$ cat src/rtl/l2_pri_bank_arbiter.sv
`default_nettype none
// +----------------------------------------------------------------------------+
// | l2_pri_bank_arbiter: two-master round-robin arbiter for a private L2 bank,  |
// | with optional post-reset zero-fill and in-order response routing.           |
// | Revision: 1.0                                                               |
// +----------------------------------------------------------------------------+
module l2_pri_bank_arbiter #(
  parameter int unsigned           ADDR_WIDTH      = 32,
  parameter int unsigned           DATA_WIDTH      = 32,
  parameter logic [ADDR_WIDTH-1:0] BASE_ADDR       = 32'h1C000000,
  parameter int unsigned           MEM_WORDS       = 8192,
  parameter int unsigned           MAX_OUTSTANDING = 2
) (
  input  logic                      clk_i,
  input  logic                      rst_ni,
  input  logic                      init_en_i,
  output logic                      init_done_o,
  output logic                      err_o,
  input  logic [1:0]                m_req_i,
  input  logic [2*ADDR_WIDTH-1:0]   m_add_i,
  input  logic [1:0]                m_wen_i,
  input  logic [2*DATA_WIDTH/8-1:0] m_be_i,
  input  logic [2*DATA_WIDTH-1:0]   m_wdata_i,
  output logic [1:0]                m_gnt_o,
  output logic [1:0]                m_r_valid_o,
  output logic [2*DATA_WIDTH-1:0]   m_r_rdata_o,
  output logic                      mem_req_o,
  output logic [ADDR_WIDTH-1:0]     mem_add_o,
  output logic                      mem_wen_o,
  output logic [DATA_WIDTH/8-1:0]   mem_be_o,
  output logic [DATA_WIDTH-1:0]     mem_wdata_o,
  input  logic                      mem_gnt_i,
  input  logic                      mem_r_valid_i,
  input  logic [DATA_WIDTH-1:0]     mem_r_rdata_i
);

  localparam int unsigned c_be_width  = DATA_WIDTH / 8;
  localparam int unsigned c_cnt_width = (MEM_WORDS > 1) ? $clog2(MEM_WORDS) : 1;
  localparam int unsigned c_ptr_width = (MAX_OUTSTANDING > 1) ? $clog2(MAX_OUTSTANDING) : 1;
  localparam int unsigned c_occ_width = $clog2(MAX_OUTSTANDING + 1);
  localparam logic [c_cnt_width-1:0] c_last_word = c_cnt_width'(MEM_WORDS - 1);
  localparam logic [c_ptr_width-1:0] c_last_ptr  = c_ptr_width'(MAX_OUTSTANDING - 1);
  localparam logic [c_occ_width-1:0] c_fifo_full = c_occ_width'(MAX_OUTSTANDING);

  typedef enum logic [1:0] {
    S_BOOT  = 2'd0,
    S_INIT  = 2'd1,
    S_DRAIN = 2'd2,
    S_RUN   = 2'd3
  } state_e;

  state_e                 r_state;
  state_e                 w_state_next;
  logic [c_cnt_width-1:0] r_cnt;
  logic                   r_last_winner;
  logic [c_occ_width-1:0] r_fifo_cnt;
  logic [c_ptr_width-1:0] r_wr_ptr;
  logic [c_ptr_width-1:0] r_rd_ptr;
  logic                   r_tag_init [MAX_OUTSTANDING];
  logic                   r_tag_id   [MAX_OUTSTANDING];
  logic                   r_err;

  logic w_winner;
  logic w_full;
  logic w_empty;
  logic w_push;
  logic w_pop;
  logic w_head_init;
  logic w_head_id;

  assign w_full  = (r_fifo_cnt == c_fifo_full);
  assign w_empty = (r_fifo_cnt == '0);
  // With both masters requesting, the one that did not win last time goes first.
  assign w_winner = (m_req_i == 2'b11) ? ~r_last_winner : m_req_i[1];
  assign w_push   = mem_req_o && mem_gnt_i;
  assign w_pop    = mem_r_valid_i && !w_empty;

  always_comb begin
    w_state_next = r_state;
    mem_req_o    = 1'b0;
    m_gnt_o      = 2'b00;
    mem_add_o    = w_winner ? m_add_i[2*ADDR_WIDTH-1:ADDR_WIDTH] : m_add_i[ADDR_WIDTH-1:0];
    mem_wen_o    = w_winner ? m_wen_i[1] : m_wen_i[0];
    mem_be_o     = w_winner ? m_be_i[2*c_be_width-1:c_be_width] : m_be_i[c_be_width-1:0];
    mem_wdata_o  = w_winner ? m_wdata_i[2*DATA_WIDTH-1:DATA_WIDTH] : m_wdata_i[DATA_WIDTH-1:0];
    case (r_state)
      S_BOOT: w_state_next = init_en_i ? S_INIT : S_RUN;
      S_INIT: begin
        mem_req_o   = !w_full;
        mem_add_o   = BASE_ADDR + ADDR_WIDTH'({r_cnt, 2'b00});
        mem_wen_o   = 1'b0;
        mem_be_o    = '1;
        mem_wdata_o = '0;
        if (w_push && (r_cnt == c_last_word)) w_state_next = S_DRAIN;
      end
      S_DRAIN: if (w_empty) w_state_next = S_RUN;
      S_RUN: begin
        mem_req_o = (|m_req_i) && !w_full;
        m_gnt_o   = {w_winner, ~w_winner} & {2{w_push}};
      end
      default: w_state_next = S_BOOT;
    endcase
  end

  always_ff @(posedge clk_i or negedge rst_ni) begin
    if (!rst_ni) begin
      r_state       <= S_BOOT;
      r_cnt         <= '0;
      r_last_winner <= 1'b1;
      r_fifo_cnt    <= '0;
      r_wr_ptr      <= '0;
      r_rd_ptr      <= '0;
      r_err         <= 1'b0;
    end else begin
      r_state <= w_state_next;
      if (r_state == S_INIT && w_push) r_cnt <= r_cnt + 1'b1;
      if (r_state == S_RUN && w_push) r_last_winner <= w_winner;
      if (w_push) r_wr_ptr <= (r_wr_ptr == c_last_ptr) ? '0 : r_wr_ptr + 1'b1;
      if (w_pop) r_rd_ptr <= (r_rd_ptr == c_last_ptr) ? '0 : r_rd_ptr + 1'b1;
      if (w_push && !w_pop) r_fifo_cnt <= r_fifo_cnt + 1'b1;
      else if (!w_push && w_pop) r_fifo_cnt <= r_fifo_cnt - 1'b1;
      if (mem_r_valid_i && w_empty) r_err <= 1'b1;
    end
  end

  // Tag storage needs no reset: entries are only read while the occupancy says valid.
  always_ff @(posedge clk_i) begin
    if (w_push) begin
      r_tag_init[r_wr_ptr] <= (r_state == S_INIT);
      r_tag_id[r_wr_ptr]   <= w_winner;
    end
  end

  assign w_head_init = r_tag_init[r_rd_ptr];
  assign w_head_id   = r_tag_id[r_rd_ptr];

  assign m_r_valid_o[0] = w_pop && !w_head_init && !w_head_id;
  assign m_r_valid_o[1] = w_pop && !w_head_init && w_head_id;
  assign m_r_rdata_o    = {2{mem_r_rdata_i}};
  assign init_done_o    = (r_state == S_RUN);
  assign err_o          = r_err;

endmodule
`default_nettype wire

$ cat config.mk
export PLATFORM = sky130hd
export DESIGN_NAME = l2_pri_bank_arbiter
export DESIGN_NICKNAME = d
export VERILOG_FILES = /design/src/rtl/l2_pri_bank_arbiter.sv
export SDC_FILE = /design/constraint.sdc
export NUM_CORES = 1
export LEC_CHECK = 0
export CAP_MARGIN = 30
export CELL_PAD_IN_SITES_DETAIL_PLACEMENT = 2
export CELL_PAD_IN_SITES_GLOBAL_PLACEMENT = 2
export CORE_MARGIN = 3
export CORE_UTILIZATION = 13
export DETAILED_ROUTE_END_ITERATION = 7
export PLACE_DENSITY = 0.89
export SETUP_SLACK_MARGIN = 0.05
export SLEW_MARGIN = 5
export SYNTH_ARGS = -nofsm -noshare
export SYNTH_HDL_FRONTEND = slang
export SYNTH_SLANG_ARGS = --single-unit
$ cat constraint.sdc
create_clock -name clk_i -period 4 [get_ports clk_i]
set_input_delay 0.8 -clock clk_i [delete_from_list [all_inputs] [get_ports clk_i]]
set_output_delay 0.8 -clock clk_i [all_outputs]
set_load 0.05 [all_outputs]
### Yosys cells after proc, flatten, opt, wreduce, memory -nomap -nowiden

Memories as Yosys holds them, arrays and structs flattened.
Index checks and enable logic that the tools add are counted.

| storage, ports and cells | value |
|---|---|
| flip-flop bits (word level) | 21 |
| input bits | 177 |
| logic and storage cells | 71 |
| memory bits (writable) | 4 |
| memories kept | 2 |

Memory list:

| memory | depth | width | rd ports | clocked after Yosys merged registers in | write ports | line | source |
|---|---|---|---|---|---|---|---|
| r_tag_id | 2 | 1 | 1 | 0 | 1 | 60 | `logic r_tag_id [MAX_OUTSTANDING];` |
| r_tag_init | 2 | 1 | 1 | 0 | 1 | 59 | `logic r_tag_init [MAX_OUTSTANDING];` |

| operators by class | value |
|---|---|
| add/subtract/negate cells | 6 |
| multiplexer cells | 21 |
| reduce and logical (&&, ||, !) cells | 24 |
| bitwise gates (word level) | 3 |
| eq/ne operators | 8 |

Operator list:

| kind | number |
|---|---|
| $mux W32 | 4 |
| $add A29 B15 Y30 const A | 1 |
| $add A13 B1 Y13 const B | 1 |
| $eq A13 B13 Y1 const B | 1 |
| $logic_and A1 B1 Y1 | 12 |
| $mux W2 | 6 |
| $eq A2 B2 Y1 const B | 4 |
| $mux W4 | 2 |
| $mux W1 | 7 |
| $logic_not A1 Y1 | 6 |
| $pmux W2 S3 | 1 |
| $logic_not A2 Y1 | 2 |
| $ne A2 B2 Y1 const B | 2 |
| $reduce_and A3 Y1 | 1 |
| $reduce_bool A3 Y1 | 1 |
| $add A1 B1 Y1 const B | 2 |
| $add A2 B1 Y2 const B | 1 |
| $and A2 B2 Y2 | 1 |
| $eq A2 B1 Y1 const B | 1 |
| $not A1 Y1 | 2 |
| $pmux W1 S2 | 1 |
| $reduce_bool A2 Y1 | 1 |
| $reduce_or A2 Y1 | 1 |
| $sub A2 B1 Y2 const B | 1 |

### Depth between registers and ports, before layout

Gate-level depths: netlist of the first run.

| depth | value |
|---|---|
| depth after elaboration | 9 |
| depth in mapped cells | 9 |

### Worst setup path before layout of the first run

OpenSTA, ideal clock, no wires.

| timing path | value |
|---|---|
| path type | input to output |
| start point | in m_req_i[0] |
| end point | out mem_add_o[10] |
| arrival time | 2.426 ns |
| cell stages on the path | 5 |
| path slack | 0.774 ns |
| required time | 3.200 ns |
| cells stage by stage | nand2_1 nand2_1 buf_2 mux2i_1 o21ai_0 |

| on the way | value |
|---|---|
| word-level cells in the longest chain between the ends | 4 |

RTL lines:

| what | line | source |
|---|---|---|
| start, declared | 19 | `input logic [1:0] m_req_i,` |
| $eq A2 B2 Y1 | 74 | `assign w_winner = (m_req_i == 2'b11) ? ~r_last_winner : m_req_i[1];` |
| $mux W1 | 74 |  |
| $mux W32 | 82 | `mem_add_o = w_winner ? m_add_i[2*ADDR_WIDTH-1:ADDR_WIDTH] : m_add_i[ADDR_WIDTH-1:0];` |
| $mux W32 | 86 | `case (r_state)` |
| end, declared | 28 | `output logic [ADDR_WIDTH-1:0] mem_add_o,` |

Every way passes these cells.

### Final worst setup path of the first run

| timing path | value |
|---|---|
| start point | in mem_r_valid_i |
| end point | out m_r_valid_o[1] |

| on the way | value |
|---|---|
| word-level cells in the longest chain between the ends | 3 |

RTL lines:

| what | line | source |
|---|---|---|
| start, declared | 33 | `input logic mem_r_valid_i,` |
| $logic_and A1 B1 Y1 | 76 | `assign w_pop = mem_r_valid_i && !w_empty;` |
| $logic_and A1 B1 Y1 (2 in series) | 138 | `assign m_r_valid_o[1] = w_pop && !w_head_init && w_head_id;` |
| end, declared | 25 | `output logic [1:0] m_r_valid_o,` |

Every way passes these cells.

==> impl_results.md, run 1 <==
- Status: complete, no violations
- Drt wl/cell: 16.0 um
- TritonCTS clock tree: done
- FILL cells: 2421
- 1st-pass router iterations: 4
- Cts repair resizes: 0
- GPL Wtd Cong: 0.724
- Distinct cells, synth: 36
- Initial Util: 0.134
- Worst Setup End Kind: primary output
- Vias in the first global route: 3679
- Ys async rst share: 0.840
- Iter 0 DRT Violations: 98
- Overflow after GRT: 0
- Via Count: 3317
- Hold crit path type: flip-flop to flip-flop
- Final setup TNS: 0 ns
- Die area: 0.0236 mm^2
- Fin nets: 739
- First-pass GRT wire length: 20.3 mm
- Syn_nets: 595
- Worst slew pin tran: 0.640 ns
- Synth-to-layout area growth: 95.6%
- # DRC: 0
- Tmin final: 3.35 ns
- Max-slew violations: 0
- Die width: 154 um
- Dominant synthesized flop cell: dfrtp_1
- Yosys reg bits: 25
- Maximum vdd drop: 141 uV
- Worst hold stages: 1
- Area after DPL: 0.00547 mm^2
- Root buf cell: clkbuf_16
- Maximum root-to-sink buffer count: 2
- Slew headroom: 0.569
- Max Clk Rate: 299 MHz
- Required @ worst endpoint: 3.20 ns
- Detailed Route WL: 13.2 mm
- CORE AREA: 0.0212 mm^2
- Reported max-cap violation count: 0
- Total power: 1.23 mW
- Final Setup Violations: 0
- Seq/Total Area, Yosys: 0.228
- Share of cells above drive strength 1: 0.162
- DR vias/cell: 4.00
- Cell Area, Synth: 0.00284 mm^2
- I/O pin cnt: 317
- Hold_buf cts: 0
- R2R cell count: 6
- Num CTS Buffers: 3
- Final hold vios: 0
- Pleak: 2.27 nW
- Synthesized area per cell: 6.91 um^2
- Clock latency at the later pin of the worst-skew pair: 0.26 ns
- ANT cells: 0
- Synth Instances: 411
- Die Height: 154 um
- CTS H-tree lvls: 1
- Post-CTS Setup Bufs: 0
- Critical path type: primary input to primary output
- GR Util All Layers: 0.105
- Startpoint Class: primary input
- Final ANT Viol Nets: 0
- Hpwl dp: 10.9 mm
- Largest net degree at the start of global routing: 61
- Yosys warns: 0
- Clock skew: 0.00419 ns
- Pwr Density: 221 mW/mm^2
- Critical-path maximum fanout: 4
- Clk pin slew, worst setup/hold paths: 0.06 ns
- Post-route cell area: 0.00555 mm^2
- Buffers on Ports: 220
- Cell Rows: 53
- RSZ-0062 raised after global routing: no
- Worst Path Arrival: 2.55 ns
- Post-synth EDFFs: 4
- Antenna violations before repair: 0
- Fin crit share: 0.836
- Worst hold margin: 0.460 ns
- Clk sink count: 25
## power breakdown
part	switching, mW	leakage, nW	internal, mW
combinational	0.314	1.95	0.286
sequential	0.0874	0.279	0.318
clock	0.0879	0.0382	0.136
## flip-flops by register name (all words and copies together) (netlist names)
signal,count
r_rd_ptr,1
r_tag_init,2
r_last_winner,1
r_fifo_cnt,2
r_cnt,13
r_wr_ptr,1
r_state,2
err_o,1
r_tag_id,2
## layer usage
metal,track usage,part of all wire,vias up
met5,0,0,-
met2,0.195,0.52,121
li1,-,-,1570
met3,0.0262,0.069,33
met4,0.0278,0.024,0
met1,0.120,0.38,1593
## cell families after synthesis
kind of cell,after synthesis,synth area share
buf+inv,94,0.217
xor+xnor,17,0.0524
flops,25,0.228
fa+ha+maj,7,0.0308
mux,16,0.0569
compound gates,74,0.144
simple gates,178,0.271
## through the flow
stage                util  setup slack (ns)  instances
floorplan               -             0.774        411
global route        0.262             0.529        829
global placement    0.257             0.642        824
finish              0.262             0.655        829
CTS                 0.262             0.629        829
detailed placement  0.258             0.632        825
## final timing paths
path	start	end	slack (ns)
setup / recovery	mem_r_valid_i	m_r_valid_o[1]	0.65
hold / removal	err_o	err_o	0.46
setup reg to reg	r_state[1]	r_cnt[12]	1.43
hold reg to reg	err_o	err_o	0.46
max in group asynchronous	rst_ni	r_last_winner	2.65
min in group asynchronous	rst_ni	r_cnt[3]	0.84
## critical path, cell delays in order
cell and delay [ns]:
clkdlybuf4s50_1 0.48, o21ai_0 0.25, nor2_1 0.20, clkdlybuf4s50_1 0.82
## Yosys cell counts, types with 4 or more instances
cell type,number,area share
dfrtp_1,20,0.18
clkbuf_1,15,0.020
buf_2,4,0.0071
nand3_1,5,0.0088
ha_1,7,0.031
nand3b_1,7,0.019
a21oi_1,51,0.090
xnor2_1,8,0.025
xor2_1,9,0.028
edfxtp_1,4,0.042
o21ai_0,14,0.025
nor2_1,13,0.017
buf_4,64,0.17
nand4_1,4,0.0088
mux2i_1,15,0.053
nor3_1,4,0.0071
inv_1,6,0.0079
nand2_1,133,0.18
## final cells by class
class                           instances  area (um^2)  share of cell area
Clock buffer                            4         78.8              0.0142
Inverter                                7         26.3             0.00473
Multi-Input combinational cell        292         1590               0.287
Sequential cell                        25          647               0.116
Tap cell                              275          344              0.0620
Timing Repair Buffer                  226         2870               0.516
## cell usage in the layout (no fill, tap or decap), types with 3 or more instances in the layout
cell type        netlist  routed
clkdlybuf4s50_1        0     149
nand2_1              133     132
buf_12                 0      62
a21oi_1               51      51
dfrtp_1               20      20
mux2i_1               15      15
o21ai_0               14      14
buf_4                 64      14
nor2_1                13      13
xor2_1                 9       9
xnor2_1                8       8
nand3b_1               7       7
ha_1                   7       6
inv_1                  6       5
nand3_1                5       5
nor3_1                 4       4
nand4_1                4       4
edfxtp_1               4       4
o21a_1                 3       3
and3_1                 3       3
nor4_1                 3       3
clkbuf_16              0       3
No activity file was read; power rests on OpenSTA's default activity.
==> run 2: changes to the inputs <==
- CORE_UTILIZATION: 13 -> 11
- PLACE_DENSITY: 0.89 -> 0.8
- clock period: 4 -> 2.7 ns (I/O delays scaled with it)
==> impl_results.md, run 2 (synthesis results as in run 1) <==
- Initial Util: 0.112 (was 0.134)
- Sequential Power Share: 0.293 (was 0.330)
- Worst Path Arrival: 2.04 ns (was 2.55 ns)
- Combinational Power Share: 0.541 (was 0.488)
- Pleak: 2.39 nW (was 2.27 nW)
- Num CTS Buffers: 3 (unchanged)
- Die width: 167 um (was 154 um)
- RSZ-0062 raised after global routing: yes (was no)
- Via Count: 3409 (was 3317)
- Largest net degree at the start of global routing: 51 (was 61)
- Most common cell after layout, fill and taps aside: clkdlybuf4s50_1 (unchanged)
- Max Clk Rate: 388 MHz
- Detailed Route WL: 14.4 mm (was 13.2 mm)
- Synth-to-layout area growth: 112% (was 95.6%)
- Clk pin slew, worst setup/hold paths: 0.06 ns (about the same)
- Tmin final: 2.58 ns
- I/O pin cnt: 317 (unchanged)
- Worst slew pin tran: 0.624 ns (was 0.640 ns)
- Top reg by flops: r_cnt (unchanged)
- Hold crit path type: flip-flop to flip-flop (unchanged)
- Required @ worst endpoint: 2.16 ns (was 3.20 ns)
- Final Setup Violations: 0 (unchanged)
- Net Sw Power: 775 uW (was 489 uW)
- Hpwl dp: 11.6 mm (was 10.9 mm)
- R2R cell count: 9 (was 6)
- Largest register FFs: 13 (unchanged)
- Worst hold stages: 1 (unchanged)
- Cell Rows: 58 (was 53)
- Maximum vdd drop: 253 uV (was 141 uV)
- Slew headroom: 0.579 (was 0.569)
- Drt wl/cell: 16.0 um (about the same)
- Final ANT Viol Nets: 0 (unchanged)
- Antenna violations before repair: 1 (was 0)
- Maximum root-to-sink buffer count: 2 (unchanged)
- CORE AREA: 0.0253 mm^2 (was 0.0212 mm^2)
- Die area: 0.0278 mm^2 (was 0.0236 mm^2)
- Clk sink count: 25 (unchanged)
- Internal power: 1.26 mW (was 741 uW)
- Reported max-cap violation count: 0 (unchanged)
- Share of cells above drive strength 1: 0.250 (was 0.162)
- Clock latency at the later pin of the worst-skew pair: 0.26 ns (about the same)
- GR Util All Layers: 0.0960 (was 0.105)
- 1st-pass router iterations: 4 (unchanged)
- Total power: 2.03 mW (was 1.23 mW)
- DR vias/cell: 3.78 (was 4.00)
- # DRC: 0 (unchanged)
- Fin nets: 756 (was 739)
- ANT cells: 0 (unchanged)
- Critical-path maximum fanout: 5 (was 4)
- Worst Setup End Kind: primary output (unchanged)
- Critical path type: primary input to primary output (unchanged)
- Vias in the first global route: 3856 (was 3679)
- Net Sw Frac: 0.382 (was 0.397)
- Clock skew: 0.00357 ns (was 0.00419 ns)
- Pwr Density: 338 mW/mm^2 (was 221 mW/mm^2)
- Most frequent cells in the layout: 144 x clkdlybuf4s50_1, 131 x nand2_1, 72 x buf_12 (was 149 x clkdlybuf4s50_1, 132 x nand2_1, 62 x buf_12)
- Final setup TNS: 0 ns (unchanged)
- Startpoint Class: primary input (unchanged)
- Max-slew violations: 0 (unchanged)
- Fin crit share: 0.955
- Overflow after GRT: 0 (unchanged)
- Status: complete, no violations (unchanged)
- Clock power share: 0.166 (was 0.182)
- Iter 0 DRT Violations: 80 (was 98)
- GPL Wtd Cong: 0.703 (was 0.724)
- Die Height: 167 um (was 154 um)
- Buffers on Ports: 220 (unchanged)
- Final hold vios: 0 (unchanged)
- Root buf cell: clkbuf_16 (unchanged)
- CTS H-tree lvls: 1 (unchanged)
- TritonCTS clock tree: done (unchanged)
- First-pass GRT wire length: 21.6 mm (was 20.3 mm)
[run 2: cell types whose count changed in the layout (fill, tap and decap cells not counted), sizes merged]
cell,before,now
buf,77,96
clkbuf,4,6
clkdlybuf4s50,149,144
dlymetal6s2s,0,1
[run 2: critical path, stage by stage]
cell	delay (ns)
clkdlybuf4s50_1	0.47
o21a_2	0.29
o211ai_4	0.27
inv_2	0.08
and3_1	0.23
buf_12	0.16
[run 2: stage by stage]
stage	util	area [um^2]	setup slack (ns)	hold WS (ns)	instances
3_3_place_gp	0.229	5790	0.0222	0.443	889
2_1_floorplan	-	2920	0.115	0.244	411
4_1_cts	0.233	5880	0.0526	0.475	893
5_1_grt	0.238	6000	0.0439	0.510	901
6_report	0.238	6000	0.121	0.469	901
3_5_place_dp	0.229	5790	0.0143	0.458	889
[run 2: what timing repair did]
action                     CTS  global route
pin swaps                    0             1
setup endpoints to repair    4            42
gates resized for setup      4            10
setup buffers                0             6
hold buffers                 0             0
gates cloned                 0             2
[run 2: power groups by stage]
| stage | Combinational, mW | Clock (mW) | Sequential [mW] |
|---|---|---|---|
| 6_report | 1.10 | 0.336 | 0.595 |
| 5_1_grt | 1.18 | 0.375 | 0.617 |
| 4_1_cts | 1.09 | 0.361 | 0.601 |
| 3_5_place_dp | 1.08 | 0 | 0.606 |
| 3_3_place_gp | 1.05 | 0 | 0.597 |
| 2_1_floorplan | 0.763 | 0 | 0.568 |
[run 2: final timing paths]
check                                start       endpoint  slack, ns
worst max register to register  r_state[0]  r_fifo_cnt[1]       0.56
max in group asynchronous           rst_ni  r_last_winner       1.78
min in group asynchronous           rst_ni       r_cnt[1]       0.63
worst max-delay path            m_req_i[1]     m_gnt_o[1]       0.12
worst min-delay path                 err_o          err_o       0.47
worst min register to register       err_o          err_o       0.47
[run 2: final cells by class]
cell class | instances | area, um^2
clock buffer | 4 | 78.8
fill | 2872 | 19200
inverter | 7 | 28.8
multi-input combinational | 292 | 1710
sequential | 25 | 648
tap | 330 | 413
timing repair buffer | 243 | 3130
[run 2: per-layer routing]
| layer | vias to the layer above | GRT usage | share of wire |
|---|---|---|---|
| li1 | 1605 | - | - |
| met1 | 1625 | 0.111 | 0.40 |
| met2 | 136 | 0.175 | 0.51 |
| met3 | 41 | 0.0252 | 0.061 |
| met4 | 2 | 0.0269 | 0.023 |
| met5 | - | 0 | 0.00090 |
